--- config.mk ---
export PLATFORM = sky130hd
export DESIGN_NAME = muldiv_issue_ctrl
export DESIGN_NICKNAME = d
export VERILOG_FILES = /design/src/rtl/muldiv_pkg.sv /design/src/rtl/muldiv_result_cache.sv /design/src/rtl/muldiv_issue_ctrl.sv
export SDC_FILE = /design/constraint.sdc
export NUM_CORES = 1
export LEC_CHECK = 0
export CAP_MARGIN = 20
export CELL_PAD_IN_SITES_DETAIL_PLACEMENT = 1
export CELL_PAD_IN_SITES_GLOBAL_PLACEMENT = 1
export CORE_ASPECT_RATIO = 1.4
export CORE_UTILIZATION = 33
export DETAILED_ROUTE_END_ITERATION = 8
export GPL_TIMING_DRIVEN = 0
export PLACE_DENSITY_LB_ADDON = 0.05
export SLEW_MARGIN = 20
export SYNTH_ARGS = -nofsm -noshare
export SYNTH_HDL_FRONTEND = slang
export SYNTH_HIERARCHICAL = 1
export SYNTH_SLANG_ARGS = --single-unit
--- constraint.sdc ---
create_clock -name clk -period 5.6 [get_ports clk]
set_clock_uncertainty 0.2 [all_clocks]
set_input_delay 1.68 -clock clk [delete_from_list [all_inputs] [get_ports clk]]
set_output_delay 1.68 -clock clk [all_outputs]
set_load 0.1 [all_outputs]
--- src/rtl/muldiv_pkg.sv ---
// muldiv_pkg: shared opcode/state encodings and request type for the M-extension issue controller.
package muldiv_pkg;

    localparam int unsigned MD_DATA_SIZE = 32;
    localparam int unsigned MD_TAG_W     = 5;

    typedef enum logic [2:0] {
        OP_MUL    = 3'b000,
        OP_MULH   = 3'b001,
        OP_MULHSU = 3'b010,
        OP_MULHU  = 3'b011,
        OP_DIV    = 3'b100,
        OP_DIVU   = 3'b101,
        OP_REM    = 3'b110,
        OP_REMU   = 3'b111
    } muldiv_op_e;

    typedef enum logic [2:0] {
        ST_IDLE  = 3'd0,
        ST_START = 3'd1,
        ST_BUSY  = 3'd2,
        ST_RESP  = 3'd3,
        ST_DRAIN = 3'd4
    } muldiv_state_e;

    typedef struct packed {
        muldiv_op_e                opcode;
        logic [MD_DATA_SIZE-1:0]   lop;
        logic [MD_DATA_SIZE-1:0]   rop;
        logic [MD_TAG_W-1:0]       tag;
    } muldiv_req_t;

endpackage

--- src/rtl/muldiv_result_cache.sv ---
// muldiv_result_cache: one-entry store of the last completed MDU operation and its lookup compare.
// Only instantiated when MULDIV_REUSE_EN is defined.
module muldiv_result_cache
    import muldiv_pkg::*;
#(
    parameter int unsigned DATA_SIZE = MD_DATA_SIZE
) (
    input  logic                 clk,
    input  logic                 nrst,
    input  logic                 fill_en,
    input  logic [2:0]           fill_opcode,
    input  logic [DATA_SIZE-1:0] fill_lop,
    input  logic [DATA_SIZE-1:0] fill_rop,
    input  logic [DATA_SIZE-1:0] fill_result,
    input  logic                 fill_div_by_zero,
    input  logic                 fill_div_overflow,
    input  logic [2:0]           look_opcode,
    input  logic [DATA_SIZE-1:0] look_lop,
    input  logic [DATA_SIZE-1:0] look_rop,
    output logic                 hit,
    output logic [DATA_SIZE-1:0] hit_result,
    output logic                 hit_div_by_zero,
    output logic                 hit_div_overflow
);

    logic                 valid_q, valid_d;
    logic [2:0]           opcode_q, opcode_d;
    logic [DATA_SIZE-1:0] lop_q, lop_d;
    logic [DATA_SIZE-1:0] rop_q, rop_d;
    logic [DATA_SIZE-1:0] result_q, result_d;
    logic                 dz_q, dz_d;
    logic                 ov_q, ov_d;

    always_ff @(posedge clk or negedge nrst) begin
        if (!nrst) begin
            valid_q  <= 1'b0;
            opcode_q <= '0;
            lop_q    <= '0;
            rop_q    <= '0;
            result_q <= '0;
            dz_q     <= 1'b0;
            ov_q     <= 1'b0;
        end else begin
            valid_q  <= valid_d;
            opcode_q <= opcode_d;
            lop_q    <= lop_d;
            rop_q    <= rop_d;
            result_q <= result_d;
            dz_q     <= dz_d;
            ov_q     <= ov_d;
        end
    end

    always_comb begin
        valid_d  = valid_q;
        opcode_d = opcode_q;
        lop_d    = lop_q;
        rop_d    = rop_q;
        result_d = result_q;
        dz_d     = dz_q;
        ov_d     = ov_q;
        if (fill_en) begin
            valid_d  = 1'b1;
            opcode_d = fill_opcode;
            lop_d    = fill_lop;
            rop_d    = fill_rop;
            result_d = fill_result;
            dz_d     = fill_div_by_zero;
            ov_d     = fill_div_overflow;
        end
    end

    always_comb begin
        hit              = valid_q && (look_opcode == opcode_q) &&
                           (look_lop == lop_q) && (look_rop == rop_q);
        hit_result       = result_q;
        hit_div_by_zero  = dz_q;
        hit_div_overflow = ov_q;
    end

endmodule

--- src/rtl/muldiv_issue_ctrl.sv ---
// muldiv_issue_ctrl: issues one M-extension op at a time to the multi-cycle MDU and returns its result.
// Define MULDIV_REUSE_EN to answer an exact repeat of the last completed op from a one-entry cache.
module muldiv_issue_ctrl
    import muldiv_pkg::*;
#(
    parameter int unsigned DATA_SIZE = MD_DATA_SIZE,
    parameter int unsigned TAG_W     = MD_TAG_W
) (
    input  logic                 clk,
    input  logic                 nrst,
    input  logic                 req_valid,
    output logic                 req_ready,
    input  logic [2:0]           req_opcode,
    input  logic [DATA_SIZE-1:0] req_lop,
    input  logic [DATA_SIZE-1:0] req_rop,
    input  logic [TAG_W-1:0]     req_tag,
    input  logic                 flush,
    output logic                 mdu_valid,
    output logic [2:0]           mdu_opcode,
    output logic [DATA_SIZE-1:0] mdu_lop,
    output logic [DATA_SIZE-1:0] mdu_rop,
    input  logic [DATA_SIZE-1:0] mdu_result,
    input  logic                 mdu_done,
    input  logic                 mdu_div_by_zero,
    input  logic                 mdu_div_overflow,
    output logic                 resp_valid,
    input  logic                 resp_ready,
    output logic [DATA_SIZE-1:0] resp_result,
    output logic [TAG_W-1:0]     resp_tag,
    output logic                 resp_div_by_zero,
    output logic                 resp_div_overflow,
    output logic                 busy
);

    typedef struct packed {
        muldiv_op_e           opcode;
        logic [DATA_SIZE-1:0] lop;
        logic [DATA_SIZE-1:0] rop;
        logic [TAG_W-1:0]     tag;
    } req_t;

    muldiv_state_e        state_q, state_d;
    req_t                 req_q, req_d;
    logic [DATA_SIZE-1:0] result_q, result_d;
    logic                 dz_q, dz_d;
    logic                 ov_q, ov_d;
    logic                 accept;
    logic                 cache_hit;
    logic [DATA_SIZE-1:0] cache_result;
    logic                 cache_dz;
    logic                 cache_ov;

`ifdef MULDIV_REUSE_EN
    muldiv_result_cache #(
        .DATA_SIZE (DATA_SIZE)
    ) u_cache (
        .clk               (clk),
        .nrst              (nrst),
        .fill_en           ((state_q == ST_BUSY) && mdu_done),
        .fill_opcode       (req_q.opcode),
        .fill_lop          (req_q.lop),
        .fill_rop          (req_q.rop),
        .fill_result       (mdu_result),
        .fill_div_by_zero  (mdu_div_by_zero),
        .fill_div_overflow (mdu_div_overflow),
        .look_opcode       (req_opcode),
        .look_lop          (req_lop),
        .look_rop          (req_rop),
        .hit               (cache_hit),
        .hit_result        (cache_result),
        .hit_div_by_zero   (cache_dz),
        .hit_div_overflow  (cache_ov)
    );
`else
    assign cache_hit    = 1'b0;
    assign cache_result = '0;
    assign cache_dz     = 1'b0;
    assign cache_ov     = 1'b0;
`endif

    always_ff @(posedge clk or negedge nrst) begin
        if (!nrst) begin
            state_q  <= ST_IDLE;
            req_q    <= '0;
            result_q <= '0;
            dz_q     <= 1'b0;
            ov_q     <= 1'b0;
        end else begin
            state_q  <= state_d;
            req_q    <= req_d;
            result_q <= result_d;
            dz_q     <= dz_d;
            ov_q     <= ov_d;
        end
    end

    always_comb begin
        accept   = req_valid && req_ready;
        state_d  = state_q;
        req_d    = req_q;
        result_d = result_q;
        dz_d     = dz_q;
        ov_d     = ov_q;

        if (accept) begin
            req_d = '{opcode: muldiv_op_e'(req_opcode), lop: req_lop, rop: req_rop, tag: req_tag};
        end

        case (state_q)
            ST_IDLE: begin
                if (accept) state_d = cache_hit ? ST_RESP : ST_START;
            end
            ST_START: begin
                state_d = flush ? ST_DRAIN : ST_BUSY;
            end
            ST_BUSY: begin
                if (mdu_done) begin
                    if (flush) begin
                        state_d = ST_IDLE;
                    end else begin
                        state_d  = ST_RESP;
                        result_d = mdu_result;
                        dz_d     = mdu_div_by_zero;
                        ov_d     = mdu_div_overflow;
                    end
                end else if (flush) begin
                    state_d = ST_DRAIN;
                end
            end
            ST_RESP: begin
                // accept already implies resp_ready && !flush here
                if (flush) begin
                    state_d = ST_IDLE;
                end else if (resp_ready) begin
                    if (accept) state_d = cache_hit ? ST_RESP : ST_START;
                    else        state_d = ST_IDLE;
                end
            end
            ST_DRAIN: begin
                if (mdu_done) state_d = ST_IDLE;
            end
            default: state_d = ST_IDLE;
        endcase

        if (accept && cache_hit) begin
            result_d = cache_result;
            dz_d     = cache_dz;
            ov_d     = cache_ov;
        end
    end

    always_comb begin
        req_ready = ((state_q == ST_IDLE) || ((state_q == ST_RESP) && resp_ready)) && !flush;
        mdu_valid = (state_q == ST_START);
        resp_valid = (state_q == ST_RESP);
        busy      = (state_q != ST_IDLE);
    end

    assign mdu_opcode        = req_q.opcode;
    assign mdu_lop           = req_q.lop;
    assign mdu_rop           = req_q.rop;
    assign resp_result       = result_q;
    assign resp_tag          = req_q.tag;
    assign resp_div_by_zero  = dz_q;
    assign resp_div_overflow = ov_q;

endmodule
==> out/metrics.cfg <==
[status]
status=completed

[cts]
cts.path.max_buffers=2
cts_max_level=3
clk_latency_ps=340
cts_tree=built
root_buffer=clkbuf_16
cts_made_buffers=9
postCtsSetupBuffers=0
path_clk_slew_ps=70
cts.sinks=109

[global_route]
globalRouteMet2Util_pct=29.7
grt_pass1_wl_mm=17.5
grt_busiest_layer=met2
grt_util_met3_pct=7.19
grt_pass1_vias=3244
gr-total-overflow=0
antenna_found_initial=0
grt_max_degree=58
grt_use_met1_pct=19.8
grt.total_usage_pct=17.5

[floorplanning]
initial_core_util_pct=33.8
dieWidth_um=96.9
core_area_um2=12300
ios=222
die_y_um=135
die_area_um2=13100
rows=48

[place]
numPortBuffers=221
place_congestion=0.715
dpl.cell_count=619
hpwl_mm=8.26

[sta]
setup_violations=0
period_needed_ps=5360
relSlewSlack_pct=31.0
finalMaxSlewViolations=0
hold_viol=0
fmax_mhz=186
fin_hold_ws_ps=288
post-route-period-util_pct=95.8
rsz0062_at_grt=no
worstMarginPinSlew_ps=1030

[logic_synthesis]
synth_xor_xnor_area_share_pct=0
synthCells=247
avgSynthCellArea_um2=16.9
synth_compound_area_share_pct=1.35
yosysUniqueCellTypes=22
synth_top_family_by_area=multiplexers
muxShareOfSynthArea_pct=28.7
synth_seq_cells=109
synth-seq-area-share_pct=65.5
synth-simple-area-share_pct=1.86
synthAdderAreaFrac_pct=0
synth_area_um2=4160
synth_warnings=6
syn_nets=359

[finish]
area.growth.synth_to_final_pct=66.4
regArea_um2=2730
drive_gt1_share_pct=26.2
diodes=0
stdcell_count=635
fillers=1209
fin_nets=592
multi_input_area_um2=1330

[setup_path]
required_ps=3720
reg2reg_slack_ps=3070
crit_fanout=4
r2r_end=mdu_lop[19]
r2r-start=state_q[1]
arrival_ps=3480
reg2reg_depth=5
startpoint_type=input pin
crit_path_end_kind=primary output
path_class=input pin to primary output

[route]
wl_per_cell_um=17.0
vias=2945
dr.pass1.iters=3
drc=0
wirelength_mm=10.8
drt_iter0_drc=53
avgViaCountPerCell=4.64
antenna_left=0

[min_path]
hold_path_end=mdu_lop[24]
hold_start=mdu_lop[24]
hold_path_depth=1
hold_path_class=flop to flop

[flow_run]
max-cap-violations=0

## how the worst max path moves through the flow
stage                      from              end  slack (ps)
after global routing      flush        req_ready         180
after floorplan           flush        req_ready         410
after CTS                 flush        req_ready         230
after global placement     nrst  resp_result[10]       -1670
final                     flush        req_ready         240
after detailed placement  flush        req_ready         -60
## area by class of cell
type                       instances  share of cell area [%]
inverter                           2                   0.108
clock inverter                     6                    1.57
clock buffer                      10                    3.30
timing repair buffer             222                    32.3
buffer                            11                    1.46
multi-input combinational        125                    19.2
sequential                       109                    39.4
tap                              150                    2.71
## Yosys cell counts
cell type | count | area, um^2
nor2_1 | 1 | 3.75
or3_1 | 1 | 6.26
mux2_1 | 6 | 67.6
a21oi_1 | 1 | 5.00
inv_1 | 2 | 7.51
or2_4 | 1 | 8.76
o22ai_1 | 1 | 6.26
mux2_2 | 100 | 1130
nand2b_1 | 1 | 6.26
dfrtp_1 | 109 | 2730
a21boi_0 | 1 | 7.51
nor3b_1 | 2 | 15.0
o21ai_0 | 2 | 10.0
clkbuf_1 | 3 | 11.3
nand3_1 | 1 | 5.00
and3_1 | 1 | 6.26
buf_6 | 8 | 90.1
nand2_1 | 1 | 3.75
nor2b_1 | 1 | 6.26
nor3_1 | 2 | 10.0
a2111oi_4 | 1 | 27.5
nand4_1 | 1 | 6.26
## per-layer routing
metal,part of all wire (%),vias up
li1,-,1333
met1,37,1469
met2,52,133
met3,8.8,10
met4,1.6,0
met5,0,-
## kinds of logic after synthesis
logic type,after synthesis
flops,109
mux,106
simple gates,13
compound gates,6
buf+inv,13
## per-stage QoR
stage / TNS [ps] / setup WS (ps) / cell area (um^2) / utilization (%)
after global routing: 0 / 177 / 6930 / 56.3
after detailed placement: -56.9 / -56.9 / 6590 / 53.5
after global placement: -181450 / -1670 / 6560 / 53.3
after CTS: 0 / 227 / 6930 / 56.3
after floorplan: 0 / 412 / 4160 / -
final: 0 / 238 / 6930 / 56.3
## cells in the final DEF (no fill, tap or decap)
cell type	instances
nand3_1	1
nor2_1	1
mux2_2	100
a21oi_1	1
inv_1	2
mux2_1	6
or3_1	1
and3_1	1
nor3_1	2
a2111oi_4	1
bufinv_16	3
a21boi_1	1
buf_16	1
o22ai_1	1
nor3b_1	2
dfrtp_1	109
nand2_1	1
clkbuf_1	4
buf_6	9
or2_4	1
dlygate4sd2_1	1
o21ai_0	2
inv_6	1
nand2b_1	1
nand4_1	1
clkinv_2	2
nor2b_1	1
clkbuf_16	9
clkdlybuf4s50_1	219
## repair_timing
item,CTS,global route
endpoints found under the hold margin,0,0
hold buffers,0,0
endpoints found under the setup margin,1,0
resized for setup,1,0
## state kept, by name (all words and copies together) (netlist names)
name / cells
mdu_lop: 32
mdu_rop: 32
resp_result: 32
resp_tag: 5
mdu_opcode: 3
state_q: 3
resp_div_by_zero: 1
resp_div_overflow: 1
## worst max-delay path: stages
cell and delay (ps):
clkdlybuf4s50_1 500, nor2_1 220, a21boi_1 190, dlygate4sd2_1 880
Power is not shown: default switching activity piles up to over one toggle a cycle in this logic, so the estimate is an artifact.
